File: src/rtl/systolic_tile_scheduler.sv
// rtl/systolic_tile_scheduler.sv - SP-polled GEMM tile job sequencer for the 8x8 systolic array (optional perf counter: SCHED_PERF_CNT_EN)
module systolic_tile_scheduler #(
  parameter int TILE    = 8,
  parameter int DIM_W   = 16,
  parameter int MAX_DIM = 256,
  parameter int ADDR_W  = 32
) (
  input  logic              clk,
  input  logic              reset,
  output logic [ADDR_W-1:0] sp_addr_b,
  output logic [31:0]       sp_wdata_b,
  output logic [3:0]        sp_we_b,
  input  logic [31:0]       sp_rdata_b,
  output logic              tile_valid,
  input  logic              tile_ready,
  input  logic              tile_done,
  output logic              tile_mode,
  output logic [ADDR_W-1:0] tile_a_base,
  output logic [ADDR_W-1:0] tile_w_base,
  output logic [ADDR_W-1:0] tile_o_base,
  output logic [ADDR_W-1:0] a_stride,
  output logic [ADDR_W-1:0] wo_stride,
  output logic              acc_clear,
  output logic              busy
);

  localparam logic [ADDR_W-1:0] ADDR_START  = ADDR_W'(0);
  localparam logic [ADDR_W-1:0] ADDR_STATUS = ADDR_W'(100);
`ifdef SCHED_PERF_CNT_EN
  localparam logic [ADDR_W-1:0] ADDR_PERF   = ADDR_W'(104);
`endif

  typedef enum logic [2:0] {S_IDLE, S_CFG, S_ISSUE, S_WAIT, S_FIN, S_HOLD} state_t;

  state_t            state, state_n;
  logic              poll, rd_ok, polling, sample;
  logic [2:0]        cfg_cnt;
  logic              mode;
  logic [DIM_W-1:0]  m_dim, k_dim, n_dim;
  logic [DIM_W-1:0]  mi, ni, ki, mi_n, ni_n, ki_n;
  logic [DIM_W-1:0]  mi_step, ni_step, ki_step;
  logic              mi_wrap, ni_wrap, ki_wrap, last_tile, cfg_bad;
  logic [1:0]        status, status_n;
  logic [ADDR_W-1:0] sp_addr_n;
  logic [31:0]       sp_wdata_n;
  logic [3:0]        sp_we_n;
  logic              fin_write;
`ifdef SCHED_PERF_CNT_EN
  logic [31:0]       perf_cnt;
  logic              fin_step;
`endif

  function automatic logic dim_bad(input logic [DIM_W-1:0] d);
    return (d == '0) || ((d % DIM_W'(TILE)) != '0) || (d > DIM_W'(MAX_DIM));
  endfunction

  assign cfg_bad = dim_bad(m_dim) || dim_bad(k_dim) || dim_bad(n_dim);

  // The SP address is held constant while polling, so rdata is valid once the
  // same read has been on the port for a full cycle; poll halves the rate.
  assign polling = (state == S_IDLE) || (state == S_HOLD);
  assign sample  = poll && rd_ok;

  assign mi_step = mi + DIM_W'(TILE);
  assign ni_step = ni + DIM_W'(TILE);
  assign ki_step = ki + DIM_W'(TILE);
  assign mi_wrap = (mi_step == m_dim);
  assign ni_wrap = (ni_step == n_dim);
  assign ki_wrap = (ki_step == k_dim);
  assign last_tile = mi_wrap && ni_wrap && ki_wrap;

  assign busy        = (state != S_IDLE);
  assign tile_valid  = (state == S_ISSUE);
  assign tile_mode   = mode;
  assign acc_clear   = ((state == S_ISSUE) || (state == S_WAIT)) && (ki == '0);
  assign tile_a_base = (ADDR_W'(mi) * ADDR_W'(k_dim) + ADDR_W'(ki)) << 2;
  assign tile_w_base = (ADDR_W'(ki) * ADDR_W'(n_dim) + ADDR_W'(ni)) << 2;
  assign tile_o_base = (ADDR_W'(mi) * ADDR_W'(n_dim) + ADDR_W'(ni)) << 2;
  assign a_stride    = ADDR_W'(k_dim) << 2;
  assign wo_stride   = ADDR_W'(n_dim) << 2;

  // Next tile indices: OS walks ki fastest then ni then mi; WS walks mi, ni, ki
  always_comb begin
    mi_n = mi;
    ni_n = ni;
    ki_n = ki;
    if (mode) begin
      ki_n = ki_wrap ? '0 : ki_step;
      if (ki_wrap) ni_n = ni_wrap ? '0 : ni_step;
      if (ki_wrap && ni_wrap) mi_n = mi_wrap ? '0 : mi_step;
    end else begin
      mi_n = mi_wrap ? '0 : mi_step;
      if (mi_wrap) ni_n = ni_wrap ? '0 : ni_step;
      if (mi_wrap && ni_wrap) ki_n = ki_wrap ? '0 : ki_step;
    end
  end

  // Next state and next SP port contents; the port registers show what each state does
  always_comb begin
    state_n    = state;
    status_n   = status;
    sp_addr_n  = sp_addr_b;
    sp_wdata_n = sp_wdata_b;
    sp_we_n    = 4'b0000;
    fin_write  = 1'b0;
    case (state)
      S_IDLE: begin
        if (sample && (sp_rdata_b != 32'd0)) begin
          state_n    = S_CFG;
          sp_addr_n  = ADDR_START;
          sp_wdata_n = 32'd0;
          sp_we_n    = 4'b1111;
        end
      end
      S_CFG: begin
        if (cfg_cnt < 3'd4) sp_addr_n = ADDR_W'({cfg_cnt + 3'd1, 2'b00});
        if (cfg_cnt == 3'd6) begin
          if (cfg_bad) begin
            state_n   = S_FIN;
            status_n  = 2'd2;
            fin_write = 1'b1;
          end else begin
            state_n = S_ISSUE;
          end
        end
      end
      S_ISSUE: begin
        if (tile_ready) state_n = S_WAIT;
      end
      S_WAIT: begin
        if (tile_done) begin
          if (last_tile) begin
            state_n   = S_FIN;
            status_n  = 2'd1;
            fin_write = 1'b1;
          end else begin
            state_n = S_ISSUE;
          end
        end
      end
      S_FIN: begin
`ifdef SCHED_PERF_CNT_EN
        if (!fin_step) begin
          sp_addr_n  = ADDR_STATUS;
          sp_wdata_n = {30'd0, status};
          sp_we_n    = 4'b1111;
        end else begin
          state_n = S_HOLD;
        end
`else
        state_n = S_HOLD;
`endif
      end
      S_HOLD: begin
        if (sample && (sp_rdata_b == 32'd0)) begin
          state_n   = S_IDLE;
          sp_addr_n = ADDR_START;
        end
      end
      default: state_n = S_IDLE;
    endcase
    if (fin_write) begin
      sp_we_n = 4'b1111;
`ifdef SCHED_PERF_CNT_EN
      sp_addr_n  = ADDR_PERF;
      sp_wdata_n = perf_cnt;
`else
      sp_addr_n  = ADDR_STATUS;
      sp_wdata_n = {30'd0, status_n};
`endif
    end
  end

  // State, SP port, config capture and tile index registers
  always_ff @(posedge clk) begin
    if (reset) begin
      state      <= S_IDLE;
      status     <= 2'd0;
      sp_addr_b  <= '0;
      sp_wdata_b <= 32'd0;
      sp_we_b    <= 4'b0000;
      poll       <= 1'b0;
      rd_ok      <= 1'b0;
      cfg_cnt    <= 3'd0;
      mode       <= 1'b0;
      m_dim      <= '0;
      k_dim      <= '0;
      n_dim      <= '0;
      mi         <= '0;
      ni         <= '0;
      ki         <= '0;
    end else begin
      state      <= state_n;
      status     <= status_n;
      sp_addr_b  <= sp_addr_n;
      sp_wdata_b <= sp_wdata_n;
      sp_we_b    <= sp_we_n;
      poll       <= (polling && (state_n == state)) ? ~poll : 1'b0;
      rd_ok      <= polling && (state_n == state) && (sp_we_b == 4'b0000);
      cfg_cnt    <= (state == S_CFG) ? cfg_cnt + 3'd1 : 3'd0;
      if (state == S_CFG) begin
        case (cfg_cnt)
          3'd2:    mode  <= sp_rdata_b[0];
          3'd3:    m_dim <= sp_rdata_b[DIM_W-1:0];
          3'd4:    k_dim <= sp_rdata_b[DIM_W-1:0];
          3'd5:    n_dim <= sp_rdata_b[DIM_W-1:0];
          default: ;
        endcase
        mi <= '0;
        ni <= '0;
        ki <= '0;
      end else if ((state == S_WAIT) && tile_done) begin
        mi <= mi_n;
        ni <= ni_n;
        ki <= ki_n;
      end
    end
  end

`ifdef SCHED_PERF_CNT_EN
  // Saturating cycle count from CFG entry until FIN; fin_step splits FIN into two writes
  always_ff @(posedge clk) begin
    if (reset) begin
      perf_cnt <= 32'd0;
      fin_step <= 1'b0;
    end else begin
      fin_step <= (state == S_FIN);
      if ((state == S_IDLE) && (state_n == S_CFG)) begin
        perf_cnt <= 32'd0;
      end else if (((state == S_CFG) || (state == S_ISSUE) || (state == S_WAIT)) &&
                   (perf_cnt != 32'hFFFF_FFFF)) begin
        perf_cnt <= perf_cnt + 32'd1;
      end
    end
  end
`endif

endmodule

File: config.mk
export PLATFORM = sky130hd
export DESIGN_NAME = systolic_tile_scheduler
export DESIGN_NICKNAME = d
export VERILOG_FILES = /design/src/rtl/systolic_tile_scheduler.sv
export SDC_FILE = /design/constraint.sdc
export NUM_CORES = 2
export LEC_CHECK = 0
export BUFFER_PORTS_ARGS = -buffer_cell sky130_fd_sc_hd__buf_2
export CORE_UTILIZATION = 57
export CTS_CLUSTER_SIZE = 14
export DETAILED_ROUTE_END_ITERATION = 8
export GPL_TIMING_DRIVEN = 0
export PLACE_DENSITY = 0.77
export SYNTH_ARGS = -nofsm -noshare
export SYNTH_HDL_FRONTEND = slang
export SYNTH_SLANG_ARGS = --single-unit
File: constraint.sdc
create_clock -name clk -period 8.46 [get_ports clk]
set_input_delay 0.423 -clock clk [delete_from_list [all_inputs] [get_ports clk]]
set_output_delay 0.423 -clock clk [all_outputs]
set_load 0.01 [all_outputs]
==> flow_summary.ini <==
[routing]
highest-signal-layer = met4
drc = 0
drt_iter0_drc = 1902
drtPass1Iterations = 6
dr_wl_met2_mm = 35.57
wirelength_mm = 80.90
vias_per_cell = 5.424
wl_per_cell_microns = 18.45
drt-met1-wl_mm = 31.05
dr_total_vias = 23780
wl_met3_mm = 9.310
final_antenna_net_count = 0

[clocking]
clock_path_buffers = 2
clkTransAtPathRegs_ns = 0.08
cts-resized-gates = 0
htree_levels = 3
cts_buffers = 9
clock-sinks = 103
cts_tree = yes
cts_hold_buf = 0
postCtsSetupRepairBufs = 0
clock_latency_ns = 0.37
root_buffer = clkbuf_16

[power]
p_leak_nw = 16.11
pwr-share-comb_pct = 12.6
p_sw_mw = 0.2962
swShare_pct = 28.26
irDropWorstVdd_mv = 0.1054
p_int_mw = 0.7518
p_seq_share_pct = 47.2
power.share.clock_pct = 40.2
powerDensity_nw_per_um2 = 34.19

[placed_design]
place.port_buffers = 162
place_congestion = 0.9925
place_area_sq_um = 30300
place_hpwl_mm = 65.94

[worst_setup_path]
required_ns = 8.04
crit_path_max_incr_delay_ns = 0.55
reg2reg_from = ki[4]
crit_slowest_cell = clkbuf_1
cp_max_fo = 10
startpoint_type = flip-flop
cp-startpoint = mi[7]
endpoint_kind = output pin
path_common_cell = fa_1
worstSetupPathType = reg -> out
worstPathArrival_ns = 7.69

[worst_hold_path]
hold_path.class = in -> reg
min_from = sp_rdata_b[0]

[floorplan]
fp.dieW_microns = 224.7
rows = 81
io-pin-count = 268
die_h_microns = 224.7
coreArea_sq_um = 48950
start_util_pct = 57.76
fp.dieArea_sq_um = 50500

[synthesis]
muxShareOfSynthArea_pct = 0.2124
synthTopCellsByArea = fa_1, ha_1, inv_1
postSynthAreaPerCell_sq_um = 8.225
synth_top_family_by_area = adder cells
synth_ff_type = dfxtp_1
synth_xor_area_share_pct = 3.982
synth_edf_count = 0
synth_fa_ha_area_share_pct = 47.44
ys_ff_latch = 103
yosysWarnings = 0
yosysTopAreaCellShare_pct = 34.83
ys_types = 80
synth.largest_area_cell = fa_1
synth_simple_gate_area_share_pct = 19.53
syn_inst = 3438
netlist_area_sq_um = 28280
synth_compound_area_share_pct = 6.779
async_reset_ff_share_pct = 0
yosysSeqAreaShare_pct = 7.292

[layout]
fin_nets = 4526
nFillCells = 4396
multi_input_area_sq_um = 22430
ff_latch_area_sq_um = 2062
fin_area_sq_um = 30650
fin_util_pct = 62.62
drive_above_1_share_pct = 9.925
areaGrowthSynthToFinish_pct = 8.407

[sta]
maxSlewViolCount = 0
worst_slew_pin_slew_ns = 0.9717
grt_setup_unrepaired = no
final_hold_viol_count = 0
fin_skew_ns = 0.01411
setup_violations = 0
fin_crit_sh_pct = 95.95
fmax_mhz = 123.2
fin_crit_ns = 8.117
relSlewSlack_pct = 35.22
finalSetupTns_ns = 0

[global_route]
antenna_found_initial = 3
grt_pass1_wl_mm = 129.2
grt_max_degree = 20
grt.overflow.total = 0
grt_pass1_vias = 23940
grt.total_usage_pct = 33.30

[run]
drv_cap = 0

[status]
outcome = finished clean
-- metrics by stage --
step | worst slack (ns) | hold slack, ns | cells | power, mW
global route | 0.001283 | 0.3473 | 4382 | 1.083
CTS | 0.01666 | 0.3388 | 4383 | 1.045
global placement | 0.4879 | 0.4060 | 4367 | 0.6329
finish | 0.3426 | 0.3517 | 4384 | 1.048
detailed placement | 0.4362 | 0.4051 | 4367 | 0.6338
floorplan | 1.712 | 0.3915 | 3541 | 0.6006
-- routing by layer --
layer | vias to the layer above | global-route usage [%]
li1 | 10780 | -
met1 | 11410 | 43.09
met2 | 1298 | 51.63
met3 | 297 | 8.230
met4 | 0 | 17.56
met5 | - | 0
-- state kept, by name (all words and copies together), names as in the netlist --
register    cells
cfg_cnt         3
sp_we_b         1
sp_addr_b       4
ni             13
n_dim          16
state           3
m_dim          16
rd_ok           1
mi             13
k_dim          16
ki             13
tile_mode       1
poll            1
sp_wdata_b      2
-- Yosys cell counts (all sizes together), types with 3 or more instances --
master	count
a2111oi	4
a211o	4
a211oi	13
a21o	14
a21oi	135
a221oi	3
a311oi	3
a31oi	9
and2	289
and3	12
and4	7
buf	126
clkbuf	167
dfxtp	103
fa	492
ha	285
inv	703
mux2i	6
nand2	504
nand2b	11
nand3	41
nand3b	9
nand4	15
nand4b	3
nor2	104
nor2b	19
nor3	37
nor3b	4
nor4	22
o2111ai	4
o211ai	4
o21a	13
o21ai	74
o21bai	8
o41ai	4
or2	4
or3	24
or4	8
xnor2	100
xor2	26
-- critical path, delay by kind of cell, from the launching register on --
family	cells	cell delay [ns]
buf+inv	7	1.29
fa+ha+maj	7	3.03
compound gates	8	2.05
flops	1	0.44
xor+xnor	1	0.17
simple gates	2	0.32
-- logic make-up after synthesis --
logic type,after synthesis
simple gates,1115
buf+inv,996
fa+ha+maj,777
compound gates,313
xor+xnor,127
flops,103
mux,6
other cells,1
-- layout make-up --
class / count / area share (%)
Antenna cell: 2 / 0.01633
Buffer: 292 / 5.176
Clock buffer: 9 / 0.7347
Clock inverter: 7 / 0.2041
Inverter: 703 / 8.609
Multi-Input combinational cell: 2442 / 73.18
Sequential cell: 103 / 6.727
Tap cell: 664 / 2.710
Timing Repair Buffer: 162 / 2.645
-- cell usage in the layout (no fill, tap or decap), types with 26 or more instances in the layout --
master	netlist	routed
a21oi_1	135	135
and2_1	289	289
buf_2	11	174
buf_4	111	111
clkbuf_1	167	128
clkbuf_2	0	39
conb_1	1	104
dfxtp_1	103	103
fa_1	492	492
ha_1	285	285
inv_1	702	702
nand2_1	504	504
nand3_1	39	39
nor2_1	99	99
nor3_1	35	35
o21ai_0	67	67
xnor2_1	100	100
xor2_1	26	26
-- path summary, 6_finish.rpt --
check | cells after the start | slack, ns | endpoint
worst max-delay path | 25 | 0.34 | tile_a_base[30]
worst min-delay path | 3 | 0.35 | m_dim[0]
worst max register to register | 13 | 4.12 | mi[7]
worst min register to register | 1 | 0.41 | poll
-- power by group through the flow --
stage	sequential, mW	clock (mW)	combinational [mW]
after floorplan	0.505	0	0.0952
after global routing	0.495	0.444	0.144
after CTS	0.494	0.422	0.129
after detailed placement	0.506	0	0.128
after global placement	0.505	0	0.128
final	0.494	0.422	0.132
(Power assumes the default switching activity.)
